[src/rtl/tinker_muldiv.sv]
// Multi-cycle integer multiply / divide unit: shift-add multiply, restoring
// divide (unsigned and signed), unsigned remainder, with valid/ready handshakes.
module tinker_muldiv #(
  parameter int WIDTH = 64,
  parameter int TAG_W = 5
) (
  input  logic             clk,
  input  logic             reset,
  input  logic             in_valid,
  output logic             in_ready,
  input  logic [1:0]       op,
  input  logic [WIDTH-1:0] a,
  input  logic [WIDTH-1:0] b,
  input  logic [TAG_W-1:0] tag_in,
  output logic             out_valid,
  input  logic             out_ready,
  output logic [WIDTH-1:0] result,
  output logic [TAG_W-1:0] tag_out,
  output logic             div_by_zero
);

  localparam int CNT_W = $clog2(WIDTH) + 1;
  localparam logic [1:0] OP_MUL  = 2'd0;
  localparam logic [1:0] OP_DIVU = 2'd1;
  localparam logic [1:0] OP_DIVS = 2'd2;
  localparam logic [1:0] OP_REMU = 2'd3;
  localparam logic [WIDTH-1:0] ONE = {{(WIDTH-1){1'b0}}, 1'b1};

  typedef enum logic [1:0] {IDLE, RUN, FIXUP, DONE} state_t;

  function automatic logic [WIDTH-1:0] neg2c(input logic [WIDTH-1:0] v);
    return ~v + ONE;
  endfunction

  // |most-negative| wraps to itself, which is the correct unsigned magnitude.
  function automatic logic [WIDTH-1:0] abs_val(input logic signed [WIDTH-1:0] v);
    return v[WIDTH-1] ? neg2c(v) : v;
  endfunction

  state_t           state, state_nxt;
  logic [CNT_W-1:0] cnt;
  logic [WIDTH-1:0] acc;
  logic [WIDTH-1:0] x;
  logic [WIDTH-1:0] y;
  logic [1:0]       op_r;
  logic             sign_r;
  logic             accept;
  logic             b_zero;
  logic [WIDTH:0]   trial;
  logic [WIDTH:0]   diff;
  logic [WIDTH-1:0] mul_sum;
  logic [WIDTH-1:0] fixup_val;

  assign in_ready  = (state == IDLE);
  assign out_valid = (state == DONE);
  assign accept    = in_valid && in_ready;
  assign b_zero    = (op != OP_MUL) && (b == '0);

  // x holds the multiplier (MUL) or the dividend shifting into the quotient (DIV);
  // acc holds the product or the partial remainder.
  assign trial   = {acc, x[WIDTH-1]};
  assign diff    = trial - {1'b0, y};
  assign mul_sum = acc + y;

  always_comb begin
    fixup_val = acc;
    case (op_r)
      OP_MUL:  fixup_val = acc;
      OP_DIVU: fixup_val = x;
      OP_DIVS: fixup_val = sign_r ? neg2c(x) : x;
      default: fixup_val = acc;
    endcase
  end

  always_ff @(posedge clk) begin
    if (!reset) state <= IDLE;
    else        state <= state_nxt;
  end

  // Divide-by-zero detours through FIXUP so its result lands one edge after accept.
  always_comb begin
    state_nxt = state;
    case (state)
      IDLE:    if (accept) state_nxt = b_zero ? FIXUP : RUN;
      RUN:     if (cnt == CNT_W'(1)) state_nxt = FIXUP;
      FIXUP:   state_nxt = DONE;
      DONE:    if (out_ready) state_nxt = IDLE;
      default: state_nxt = IDLE;
    endcase
  end

  always_ff @(posedge clk) begin
    if (!reset)                          cnt <= '0;
    else if (accept)                     cnt <= CNT_W'(WIDTH);
    else if (state == RUN && cnt != '0)  cnt <= cnt - CNT_W'(1);
  end

  always_ff @(posedge clk) begin
    if (accept) begin
      op_r <= op;
      acc  <= '0;
      if (op == OP_MUL) begin
        x      <= b;
        y      <= a;
        sign_r <= 1'b0;
      end else if (op == OP_DIVS) begin
        x      <= abs_val(a);
        y      <= abs_val(b);
        sign_r <= a[WIDTH-1] ^ b[WIDTH-1];
      end else begin
        x      <= a;
        y      <= b;
        sign_r <= 1'b0;
      end
    end else if (state == RUN) begin
      if (op_r == OP_MUL) begin
        if (x[0]) acc <= mul_sum;
        x <= x >> 1;
        y <= y << 1;
      end else if (!diff[WIDTH]) begin
        acc <= diff[WIDTH-1:0];
        x   <= {x[WIDTH-2:0], 1'b1};
      end else begin
        acc <= trial[WIDTH-1:0];
        x   <= {x[WIDTH-2:0], 1'b0};
      end
    end
  end

  always_ff @(posedge clk) begin
    if (!reset) begin
      result      <= '0;
      tag_out     <= '0;
      div_by_zero <= 1'b0;
    end else if (accept) begin
      tag_out     <= tag_in;
      div_by_zero <= b_zero;
      if (b_zero) result <= (op == OP_REMU) ? a : '1;
    end else if (state == FIXUP && !div_by_zero) begin
      result <= fixup_val;
    end
  end

endmodule

[config.mk]
export PLATFORM = sky130hd
export DESIGN_NAME = tinker_muldiv
export DESIGN_NICKNAME = d
export VERILOG_FILES = /design/src/rtl/tinker_muldiv.sv
export SDC_FILE = /design/constraint.sdc
export NUM_CORES = 1
export LEC_CHECK = 0
export CAP_MARGIN = 20
export CORE_MARGIN = 3
export CORE_UTILIZATION = 37
export CTS_BUF_LIST = sky130_fd_sc_hd__clkbuf_2
export CTS_CLUSTER_SIZE = 30
export DETAILED_ROUTE_END_ITERATION = 16
export GPL_ROUTABILITY_DRIVEN = 1
export PLACE_DENSITY = 0.66
export SYNTH_ARGS = -nofsm -noshare
export SYNTH_HDL_FRONTEND = slang
export SYNTH_SLANG_ARGS = --single-unit
[constraint.sdc]
create_clock -name clk -period 3.8 [get_ports clk]
set_input_delay 0.57 -clock clk [delete_from_list [all_inputs] [get_ports clk]]
set_output_delay 0.57 -clock clk [all_outputs]
set_load 0.01 [all_outputs]
### Yosys cells after proc, flatten, opt, wreduce, memory -nomap -nowiden

Cells that the tools add are included.

* bits in registers: 274
* word-level logic and storage cells: 86
* input port bits: 139

* add/sub/neg operators: 6
* multiplexer cells: 29
* reductions and logical operators: 21
* equality and inequality tests: 13
* bitwise gates (word level): 6

Operators with widths (number)
* $mux 64: 20
* $add 64x1->64 const B: 3
* $not 64->64: 3
* $pmux 64 s2: 1
* $sub 65x64->65: 1
* $add 64x64->64: 1
* $logic_not 64->1: 1
* $mux 7: 2
* $eq 2x2->1 const B: 5
* $reduce_bool 2->1: 5
* $mux 2: 4
* $pmux 2 s4: 1
* $eq 7x1->1 const B: 1
* $reduce_bool 7->1: 1
* $sub 7x1->7 const B: 1
* $logic_not 2->1: 3
* $ne 2x1->1 const B: 3
* $reduce_and 2->1: 3
* $eq 2x1->1 const B: 2
* $logic_and 1x1->1: 4
* $ne 2x2->1 const B: 2
* $reduce_or 2->1: 2
* $reduce_and 3->1: 1
* $not 1->1: 2
* other kinds (3): 3

### Logic depth before layout (Yosys ltp)

* depth after elaboration: 6
* gate-level depth with buffers: 16

### Worst setup path before layout

OpenSTA, ideal clock, no wires.

* kind: reg2reg
* start: register x[13]
* end: register result[61]
* stages on the path, launching flop included: 15
* path slack: 0.020 ns
* arrival: 3.709 ns
* library setup time: 0.070 ns
* cell sequence: edfxtp_1 -> or4_1 -> buf_2 -> or4_4 -> or4_4 -> buf_6 -> or2_1 -> buf_2 -> or3_4 -> o41ai_4 -> xnor2_1 -> a22oi_1 -> a21oi_1 -> o221ai_1 -> a21oi_1

* longest elaborated chain between the ends: 6

Ends and longest elaborated chain
* from (decl): RTL line 43 `logic [WIDTH-1:0] x;`
* from (signal assigned): RTL line 107 `x <= abs_val(a);`
* from (signal assigned): RTL line 118 `x <= x >> 1;`
* from (signal assigned): RTL line 122 `x <= {x[WIDTH-2:0], 1'b1};`
* $not 64->64: RTL line 32 `return ~v + ONE;`
* $add 64x1->64: RTL line 32
* $mux 64: RTL line 70 `OP_DIVS: fixup_val = sign_r ? neg2c(x) : x;`
* $pmux 64 s2: RTL line 67 `case (op_r)`
* $mux 64: RTL line 139 `end else if (state == FIXUP && !div_by_zero) begin`
* $mux 64: RTL line 135 `end else if (accept) begin`
* to (signal assigned): RTL line 138 `if (b_zero) result <= (op == OP_REMU) ? a : '1;`
* to (signal assigned): RTL line 140 `result <= fixup_val;`
* to (decl): RTL line 17 `output logic [WIDTH-1:0] result,`

No other way between the ends. The select of a mux whose other input is x is not followed.
A chain may end at the register's enable or synchronous reset.

### Final worst setup path

* start: register x[25]
* end: register result[59]

The elaborated chain is that of the path after synthesis.

==> impl_metrics.tcl <==
set metrics [dict create \
    rsz0062_at_grt "true" \
    dieArea_sq_um 74600 \
    powerDensity_nw_per_um2 823 \
    synth_edf_count 131 \
    grt_first_pass_wirelength_um 171000 \
    cp-startpoint "x[25]" \
    ys_seq_area_share_pct 25.7 \
    routed_wirelength_um 115000 \
    fillers 7020 \
    clockBufferDepth 3 \
    clk_pin_slew_ns 0.11 \
    ir_drop_v 0.000438 \
    die_h_um 273 \
    crit_path_end_kind "flop" \
    synthFlopType "dfxtp_1" \
    r2r-start "x[25]" \
    place_ws_ns -0.820 \
    seqPwrFrac_pct 20.9 \
    power_frac_comb_pct 70.5 \
    track_usage_pct 29.4 \
    multi_input_area_sq_um 18800 \
    htree_levels 3 \
    seq_area_sq_um 6800 \
    ys_top_cells_by_area "edfxtp_1 (15%), dfxtp_1 (11%), a21oi_1 (7.5%)" \
    clkSinkCount 274 \
    fin_ws_ns -0.0986 \
    hp-start "out_ready" \
    final_cell_mix "buf_4 (452), a21oi_1 (378), nand2_1 (361)" \
    rows 97 \
    nets 4326 \
    ant_nets 0 \
    ys_warn_count 0 \
    period_share_pct 103 \
    dr.pass1.iters 8 \
    critPathMaxFanout 4 \
    synth_top_area_share_pct 14.9 \
    overflow 0 \
    io_buffers 210 \
    final_area_sq_um 34100 \
    drv_slew 0 \
    finalSetupViolCount 5 \
    skew_ns 0.0822 \
    slew_headroom_pct 37.5 \
    io_pins 211 \
    worstPathRequired_ns 4.77 \
    final.min_clock_period_ns 3.90 \
    placed_area_sq_um 32600 \
    synth_largest_area_cell "edfxtp_1" \
    drtIter0Drc 4180 \
    ys_seq_elements 274 \
    cts-buffers-inserted 81 \
    fp.dieW_um 273 \
    synth_fp_nets 3792 \
    p_int_mw 13.6 \
    max_freq_ghz 0.257 \
    dr_total_vias 30881 \
    syn_area_sq_um 26400 \
    drc 0 \
    utilization_pct 48.5 \
    post_drt_wl_per_cell_um 22.7 \
    arrival_ns 4.87 \
    p_leak_nw 13.4 \
    viasPerCell 6.11 \
    instances_no_fill 5051 \
    hpwlAfterDp_um 86600 \
    drive_gt1_share_pct 17.9 \
    postSynthAreaPerCell_sq_um 7.52 \
    grt_max_degree 130 \
    clock_latency_ns 1.10 \
    hold_violations 0 \
    area_delta_synth_final_pct 29.2 \
    synthArstFlopShare_pct 0 \
    grt_pass1_vias 28078 \
    worst_pin_slew_ns 0.927 \
    tns_ns -0.288 \
    status "finished with violations" \
    dp.cells 4881 \
    worstSetupPathType "reg2reg" \
    final_common_cell "buf_4" \
    antenna_found_initial 5 \
    violations "setup timing" \
    p_sw_share_pct 51.4 \
    synth_cells 3511 \
    clock_power_share_pct 8.6 \
    hold_class "in2reg" \
    switchingPower_mw 14.4 \
    start_util_pct 37.5 \
    coreArea_sq_um 70400 \
    max_cap_viol_count 0 \
    routabilityCongestion 0.991 \
    synth.distinct_cells 85 \
    cts-root-buf "clkbuf_2" \
    worst_setup_path_start_kind "flop" \
    cts_tree "yes" \
]
[what timing repair did]
item	CTS	global route
setup buffers	4	10
pin swaps	24	52
cloned	1	2
endpoints found under the hold margin	5	0
hold buffers	5	0
resized for setup	39	93
setup endpoints to repair	78	81
[area by class of cell]
class / instances / area share [%]
Inverter: 115 / 1.29
Tap cell: 940 / 3.45
Multi-Input combinational cell: 2872 / 55.0
Sequential cell: 274 / 19.9
Clock inverter: 25 / 0.370
Antenna cell: 2 / 0.0147
Clock buffer: 122 / 1.79
Timing Repair Buffer: 701 / 18.1
[synthesized netlist by cell type (33+ instances only)]
cell type	number
o31ai_1	49
nand3_1	70
o211ai_1	136
edfxtp_1	131
a21o_1	88
xnor2_1	134
clkbuf_1	226
dfxtp_1	143
a21oi_1	396
ha_1	140
or3_1	42
o221ai_1	60
inv_1	112
mux2i_1	71
o21bai_1	33
o21ai_0	338
xor2_1	104
nand2_1	364
nor2_1	233
a31oi_1	57
nor3_1	109
a211oi_1	42
[flip-flops by register name, indices dropped and copies added (netlist names)]
name / count
result: 64
sign_r: 1
tag_out: 5
x: 64
cnt: 7
acc: 64
div_by_zero: 1
y: 64
state: 2
op_r: 2
[power by group through the flow]
stage | sequential [mW] | combinational (mW) | clock [mW]
finish | 5.86 | 19.8 | 2.42
global route | 5.97 | 21.3 | 2.60
CTS | 5.78 | 18.8 | 2.46
detailed placement | 5.82 | 18.4 | 0
global placement | 5.81 | 18.4 | 0
floorplan | 5.80 | 11.2 | 0
[path summary, 6_finish.rpt]
path / to / slack [ns] / cells past startpoint
setup / recovery: result[59] / -0.1 / 13
hold / removal: state[1] / 0.23 / 4
setup reg to reg: result[59] / -0.1 / 13
hold reg to reg: tag_out[2] / 0.46 / 2
[logic make-up after synthesis]
group	count (synthesis)	synth area share, %
compound gates	1374	32.8
xor+xnor	238	7.89
fa+ha+maj	142	6.78
buf+inv	365	5.24
flops	274	25.7
mux	74	2.82
simple gates	1044	18.7
[per-layer routing]
metal	wire [um]	vias to the layer above	track usage (%)
met5	27	-	0
met4	4190	4	10.4
met3	13600	241	6.56
met2	47800	1874	42.7
met1	49200	14480	42.3
li1	-	14282	-
[worst max-delay path, stage by stage (launching register included)]
cell and delay (ns):
edfxtp_1 0.40, or4_4 0.57, or4_4 0.51, buf_6 0.13, or4_4 0.51, or2_4 0.26
or3_4 0.35, buf_6 0.14, o21ai_2 0.15, a21o_1 0.15, nand2_1 0.06, o311ai_2 0.12
o211ai_1 0.20, a31oi_1 0.23
[per-stage QoR]
step	total power [mW]	hold slack, ns
after floorplan	17.0	0.476
after CTS	27.0	0.105
after global routing	29.8	0.216
final	28.1	0.232
after global placement	24.2	0.443
after detailed placement	24.3	0.446
(Power assumes the default switching activity.)
